==> src/rtl/cpu_pkg.sv <==
// Shared CPU front-end types: reset vector, fetch response ID and the fetch-queue entry.
package cpu_pkg;

  localparam logic [31:0] RESET_PC = 32'hbfc00000;
  localparam logic [3:0]  INST_ID_DEFAULT = 4'd0;

  typedef struct packed {
    logic [31:0] pc;
    logic        adel;
    logic        dsi;
    logic [31:0] data;
    logic        dvalid;
  } if_entry_t;

endpackage

==> src/rtl/fq_ring.sv <==
// In-order ring of fetch entries with head/fill/tail pointers; the pointer MSB is the wrap bit.
module fq_ring
  import cpu_pkg::*;
#(
  parameter int unsigned DEPTH = 4,
  localparam int unsigned PtrW = $clog2(DEPTH) + 1
) (
  input  logic            clk_i,
  input  logic            resetn_i,
  input  logic            alloc_i,
  input  if_entry_t       alloc_entry_i,
  input  logic            fill_i,
  input  logic [31:0]     fill_data_i,
  input  logic            pop_i,
  input  logic            clear_i,
  output if_entry_t       head_entry_o,
  output logic [PtrW-1:0] count_o,
  output logic [PtrW-1:0] pending_o
);

  localparam int unsigned IdxW = PtrW - 1;
  localparam logic [PtrW-1:0] PtrOne = PtrW'(1);

  if_entry_t       mem_q [DEPTH];
  if_entry_t       mem_d [DEPTH];
  logic [PtrW-1:0] head_q, head_d;
  logic [PtrW-1:0] fill_q, fill_d;
  logic [PtrW-1:0] tail_q, tail_d;
  logic [PtrW-1:0] fill_base;
  logic [PtrW-1:0] fill_dist;

  function automatic logic [IdxW-1:0] slot(input logic [PtrW-1:0] ptr);
    return IdxW'(ptr);
  endfunction

  assign count_o      = tail_q - head_q;
  assign head_entry_o = mem_q[slot(head_q)];

  always_comb begin
    pending_o = '0;
    for (int i = 0; i < DEPTH; i++) begin
      if (PtrW'(i) < count_o && !mem_q[slot(head_q + PtrW'(i))].dvalid) begin
        pending_o = pending_o + PtrOne;
      end
    end
  end

  always_comb begin
    mem_d  = mem_q;
    head_d = head_q;
    tail_d = tail_q;
    // A flush discards everything queued, including a fill landing in the same cycle.
    if (clear_i) begin
      head_d = tail_q;
      for (int i = 0; i < DEPTH; i++) begin
        mem_d[i].dvalid = 1'b0;
      end
    end else begin
      if (fill_i) begin
        mem_d[slot(fill_q)].data   = fill_data_i;
        mem_d[slot(fill_q)].dvalid = 1'b1;
      end
      if (pop_i) begin
        head_d = head_q + PtrOne;
      end
    end
    if (alloc_i) begin
      mem_d[slot(tail_q)] = alloc_entry_i;
      tail_d              = tail_q + PtrOne;
    end

    // Fill pointer moves to the oldest entry still awaiting data; AdEL entries are born valid.
    if (clear_i) begin
      fill_base = tail_q;
    end else if (fill_i) begin
      fill_base = fill_q + PtrOne;
    end else begin
      fill_base = fill_q;
    end
    fill_dist = tail_d - fill_base;
    fill_d    = tail_d;
    for (int i = DEPTH - 1; i >= 0; i--) begin
      if (PtrW'(i) < fill_dist && !mem_d[slot(fill_base + PtrW'(i))].dvalid) begin
        fill_d = fill_base + PtrW'(i);
      end
    end
  end

  always_ff @(posedge clk_i or negedge resetn_i) begin
    if (!resetn_i) begin
      head_q <= '0;
      fill_q <= '0;
      tail_q <= '0;
      for (int i = 0; i < DEPTH; i++) begin
        mem_q[i] <= '0;
      end
    end else begin
      head_q <= head_d;
      fill_q <= fill_d;
      tail_q <= tail_d;
      mem_q  <= mem_d;
    end
  end

endmodule

==> src/rtl/fetch_queue.sv <==
// Instruction-return queue between fetch issue and decode, with flush-time drop accounting
// so that reads already on the bus when a flush hits are drained and discarded.
module fetch_queue
  import cpu_pkg::*;
#(
  parameter int unsigned     DEPTH   = 4,
  parameter int unsigned     ID_W    = 4,
  parameter logic [ID_W-1:0] INST_ID = ID_W'(INST_ID_DEFAULT),
  localparam int unsigned    OccW    = $clog2(DEPTH) + 1
) (
  input  logic            clk_i,
  input  logic            resetn_i,
  input  logic            req_valid_i,
  input  logic [31:0]     req_pc_i,
  input  logic            req_adel_i,
  input  logic            req_dsi_i,
  output logic            req_ready_o,
  input  logic            axi_rvalid_i,
  input  logic [ID_W-1:0] axi_rid_i,
  input  logic [31:0]     axi_rdata_i,
  output logic            axi_rready_o,
  input  logic            de_allowin_i,
  input  logic            flush_i,
  output logic            fe_to_de_valid_o,
  output logic [31:0]     ir_out_o,
  output logic [31:0]     pc_out_o,
  output logic [31:0]     pc_add4_out_o,
  output logic            adel_out_o,
  output logic            dsi_out_o,
  output logic [OccW-1:0] occupancy_o
);

  localparam int unsigned SumW = OccW + 1;
  localparam logic [OccW-1:0] OccOne = OccW'(1);

  logic [OccW-1:0] count;
  logic [OccW-1:0] pending;
  logic [OccW-1:0] drop_q, drop_d;
  if_entry_t       head_entry;
  if_entry_t       alloc_entry;
  logic            beat;
  logic            drop_beat;
  logic            fill_beat;
  logic            pop;
  logic            head_live;

  // Every not-yet-valid entry is a bus read: AdEL entries are marked valid at allocation.
  assign axi_rready_o = (pending != '0) || (drop_q != '0);
  assign beat         = axi_rvalid_i && axi_rready_o && (axi_rid_i == INST_ID);
  assign drop_beat    = beat && (drop_q != '0);
  assign fill_beat    = beat && (drop_q == '0);

  assign req_ready_o = (SumW'(count) + SumW'(drop_q)) < SumW'(DEPTH);

  assign fe_to_de_valid_o = head_entry.dvalid && (count != '0) && !flush_i;
  assign pop              = fe_to_de_valid_o && de_allowin_i;

  always_comb begin
    alloc_entry        = '0;
    alloc_entry.pc     = req_pc_i;
    alloc_entry.adel   = req_adel_i;
    alloc_entry.dsi    = req_dsi_i;
    alloc_entry.dvalid = req_adel_i;
  end

  always_comb begin
    drop_d = drop_q;
    if (drop_beat) begin
      drop_d = drop_d - OccOne;
    end
    // Reads still owed by the bus become drops; a beat filling this cycle settles one of them.
    if (flush_i) begin
      drop_d = drop_d + pending;
      if (fill_beat) begin
        drop_d = drop_d - OccOne;
      end
    end
  end

  always_ff @(posedge clk_i or negedge resetn_i) begin
    if (!resetn_i) begin
      drop_q <= '0;
    end else begin
      drop_q <= drop_d;
    end
  end

  fq_ring #(
    .DEPTH (DEPTH)
  ) u_ring (
    .clk_i         (clk_i),
    .resetn_i      (resetn_i),
    .alloc_i       (req_valid_i),
    .alloc_entry_i (alloc_entry),
    .fill_i        (fill_beat),
    .fill_data_i   (axi_rdata_i),
    .pop_i         (pop),
    .clear_i       (flush_i),
    .head_entry_o  (head_entry),
    .count_o       (count),
    .pending_o     (pending)
  );

  // Head fields read as zero while the queue is empty, which also covers reset.
  assign head_live     = (count != '0);
  assign ir_out_o      = head_live ? head_entry.data : '0;
  assign pc_out_o      = head_live ? head_entry.pc : '0;
  assign pc_add4_out_o = head_live ? (head_entry.pc + 32'd4) : '0;
  assign adel_out_o    = head_live && head_entry.adel;
  assign dsi_out_o     = head_live && head_entry.dsi;
  assign occupancy_o   = count;

endmodule

==> config.mk <==
export PLATFORM = sky130hd
export DESIGN_NAME = fetch_queue
export DESIGN_NICKNAME = d
export VERILOG_FILES = /design/src/rtl/cpu_pkg.sv /design/src/rtl/fq_ring.sv /design/src/rtl/fetch_queue.sv
export SDC_FILE = /design/constraint.sdc
export NUM_CORES = 1
export LEC_CHECK = 0
export BUFFER_PORTS_ARGS = -buffer_cell sky130_fd_sc_hd__buf_2
export CELL_PAD_IN_SITES_DETAIL_PLACEMENT = 0
export CELL_PAD_IN_SITES_GLOBAL_PLACEMENT = 1
export CORE_MARGIN = 1
export CORE_UTILIZATION = 45
export DETAILED_ROUTE_END_ITERATION = 12
export GPL_TIMING_DRIVEN = 0
export PLACE_DENSITY_LB_ADDON = 0.12
export REMOVE_ABC_BUFFERS = 1
export SLEW_MARGIN = 10
export SYNTH_ARGS = -nofsm -noshare
export SYNTH_HDL_FRONTEND = slang
export SYNTH_HIERARCHICAL = 1
export SYNTH_SLANG_ARGS = --single-unit
==> constraint.sdc <==
create_clock -name clk_i -period 13.1 [get_ports clk_i]
set_clock_uncertainty 0.2 [all_clocks]
set_input_delay 1.965 -clock clk_i [delete_from_list [all_inputs] [get_ports clk_i]]
set_output_delay 1.965 -clock clk_i [all_outputs]
set_load 0.01 [all_outputs]
==> run summary <==
Status -> finished clean
RSZ-0062 raised after global routing -> false
Die width -> 189 um
Endpoints failing setup -> 0
# port buffers -> 179
Slowest stage delay, CP -> 750 ps
Die area -> 35600 sq um
Post-route ant nets -> 0
Leak Pwr -> 0.00986 uW
Detailed Routing Iterations Pass 1 -> 5
I/O pin total -> 180
Global placer's final weighted congestion -> 0.843
Critical path launch point type -> flop
Peak supply drop -> 262 uV
CP delay by family, top -> adder cells
Post-synth top area share -> 44.7%
Syn Inst Count -> 1648
CTS root buffer -> clkbuf_16
Gr usage total -> 23.9%
Starting DRT DRC Count -> 756
Tot Pwr -> 5590 uW
Cell mode on critical path -> ha_1
CP bufs+invs -> 2
Prevailing post-synth register cell -> dfrtp_1
Wirelength per Cell -> 17.3 um
Synth Register Bits -> 280
CTS tree -> built
CTS buffer count -> 34
CP Cell Sequence -> ha_1 -> fa_1 -> xnor2_1 -> inv_1 -> nor2_1 -> or2_2 -> inv_1 -> ha_1 -> xor2_1 -> ha_1 -> mux2_2 -> nor3_1 -> and4b_1 -> xor2_2 -> nor2_1 -> nor2_1 -> ha_1 -> fa_1 -> xnor3_2 -> xor2_4 -> o32a_4 -> nand2_1 -> o221a_2 -> o211ai_2
Global-route wire length before repair -> 67400 um
Via/cell ratio -> 5.09
Period utilisation layout -> 53.6%
Setup CP Type -> flop to flop
Pwr dens -> 296 nW/um^2
Most numerous cell in the Yosys netlist -> nand2_1
Critical Path Source -> u_ring/head_q[0]
Worst EP required -> 13320 ps
Crit path DAT -> 7230 ps
Die Ht -> 189 um
PnR worst setup slack -> 6080 ps
GR Overflow Total -> 0
Crit Path Max Fanout -> 36
Synth unique cells -> 65
Hold Path Class -> flop to flop
Slew HR -> 47.9%
Initial antenna violation count -> 5
Largest area contributor in the netlist -> dfrtp_1
Register area share after synthesis -> 44.7%
Clk Latency, worst-skew pair -> 500 ps
Core box area -> 34500 sq um
CTS resizes -> 0
Slew Limit Fails -> 0
Minimum clock period -> 7020 ps
Num rows -> 68
Yosys Warn Count -> 6
Synthesized area -> 15700 sq um
DRT Wirelength -> 41300 um
Fillers -> 3173
Final instance area -> 18900 sq um
CTS clk-pin slew, worst paths -> 60 ps
Initial Utilization -> 45.5%
WHS -> 271 ps
Placed cell areas -> 17700 sq um
Hold Violations, Final -> 0
CTS Buffer Depth -> 3
Vias post-DR -> 12.2k
Layout cells sized above 1 -> 18.7%
Actual slew at the worst max-slew pin -> 782 ps
Setup Fix Bufs, Post-CTS -> 0
Post-DP HPWL -> 26300 um
Crit path max-delay cell type -> dfrtp_4
Final nets -> 2009
Clock Sinks -> 280
Vias in the first global route -> 12.2k
Depth of the CTS H-tree -> 2
Crit. End Element -> flop
Area grow syn2layout -> 20.3%
Top cells by count, synth -> nand2_1, dfrtp_1, mux2i_1, o21ai_0, clkbuf_1
Fmax -> 143 MHz
Worst slack, placed -> 6080 ps
Syn avg cell area -> 9.52 sq um
Post-synth EDFFs -> 0
R2r startpoint -> u_ring/head_q[0]
DRC Markers -> 0
Hold-fix buffers, CTS -> 0
Max-cap violations -> 0
Ys async rst share -> 100%
Largest net degree at the start of global routing -> 74
Area contributors post-synth -> dfrtp_1, nand2_1, mux4_2
cells in the final DEF (no fill, tap or decap), types with 27 or more instances in the layout:
| cell | synthesis | layout |
|---|---|---|
| buf_2 | 22 | 178 |
| clkbuf_16 | 0 | 35 |
| conb_1 | 1 | 128 |
| dfrtp_1 | 280 | 278 |
| mux2i_1 | 140 | 140 |
| mux4_2 | 68 | 68 |
| nand2_1 | 569 | 562 |
| nor2_1 | 57 | 57 |
| nor2b_1 | 67 | 67 |
| o21ai_0 | 134 | 134 |
| xnor2_1 | 27 | 27 |
worst paths after layout:
kind	slack, ps	depth (start not counted)	to
worst max-delay path	6080	24	u_ring/fill_q[2]
worst min-delay path	270	2	flop
worst max register to register	6080	24	u_ring/fill_q[2]
worst min register to register	270	2	flop
max in group asynchronous	10370	3	asynchronous set/reset pin
min in group asynchronous	1200	1	u_ring/mem_q[8]
layout make-up:
type | instances | area (sq um) | area share, %
Timing Repair Buffer | 205 | 1410 | 7.45
Tap cell | 455 | 569 | 3.02
Multi-Input combinational cell | 1361 | 8640 | 45.8
Clock buffer | 51 | 1020 | 5.38
Antenna cell | 4 | 10.0 | 0.0530
Inverter | 25 | 93.8 | 0.497
Clock inverter | 10 | 131 | 0.696
Sequential cell | 280 | 7010 | 37.2
worst register-to-register path, cell delays in order (launching register included):
cell	delay, ps
dfrtp_4	750
ha_1	370
fa_1	380
xnor2_1	170
inv_1	140
nor2_1	70
or2_2	320
inv_1	70
ha_1	240
xor2_1	250
ha_1	270
mux2_2	270
nor3_1	290
and4b_1	480
xor2_2	430
nor2_1	70
nor2_1	290
ha_1	240
fa_1	260
xnor3_2	420
xor2_4	270
o32a_4	290
nand2_1	90
o221a_2	260
o211ai_2	70
logic make-up after synthesis:
logic type / count (synthesis) / share of synthesized area [%]
AO/OA/AOI/OAI: 182 / 6.80
flip-flops: 280 / 44.7
XOR/XNOR: 45 / 2.78
other: 1 / 0.0239
multiplexers: 211 / 18.9
buffers and inverters: 134 / 3.55
adder cells (fa/ha/maj): 26 / 2.22
AND/OR/NAND/NOR: 769 / 21.1
metal layers:
metal | vias to the layer above | wire, um | GRT usage, %
met4 | 2 | 777 | 6.42
met3 | 60 | 1730 | 3.22
met1 | 5853 | 19200 | 33.0
li1 | 5949 | - | -
met5 | - | 8 | 0
met2 | 297 | 19600 | 39.6
power by group:
part / switching, uW / internal [uW] / total (uW)
Sequential: 266 / 1270 / 1540
Combinational: 1690 / 1400 / 3090
Clock: 369 / 595 / 964
stage by stage:
stage               setup TNS (ps)  utilization, %  cells
finish                           0            54.8   2391
global route                     0            54.8   2388
CTS                              0            54.8   2387
detailed placement               0            51.4   2326
global placement           -308550            49.8   2300
floorplan                        0               -   1666
Note: power is estimated with default switching activity, not from simulation.
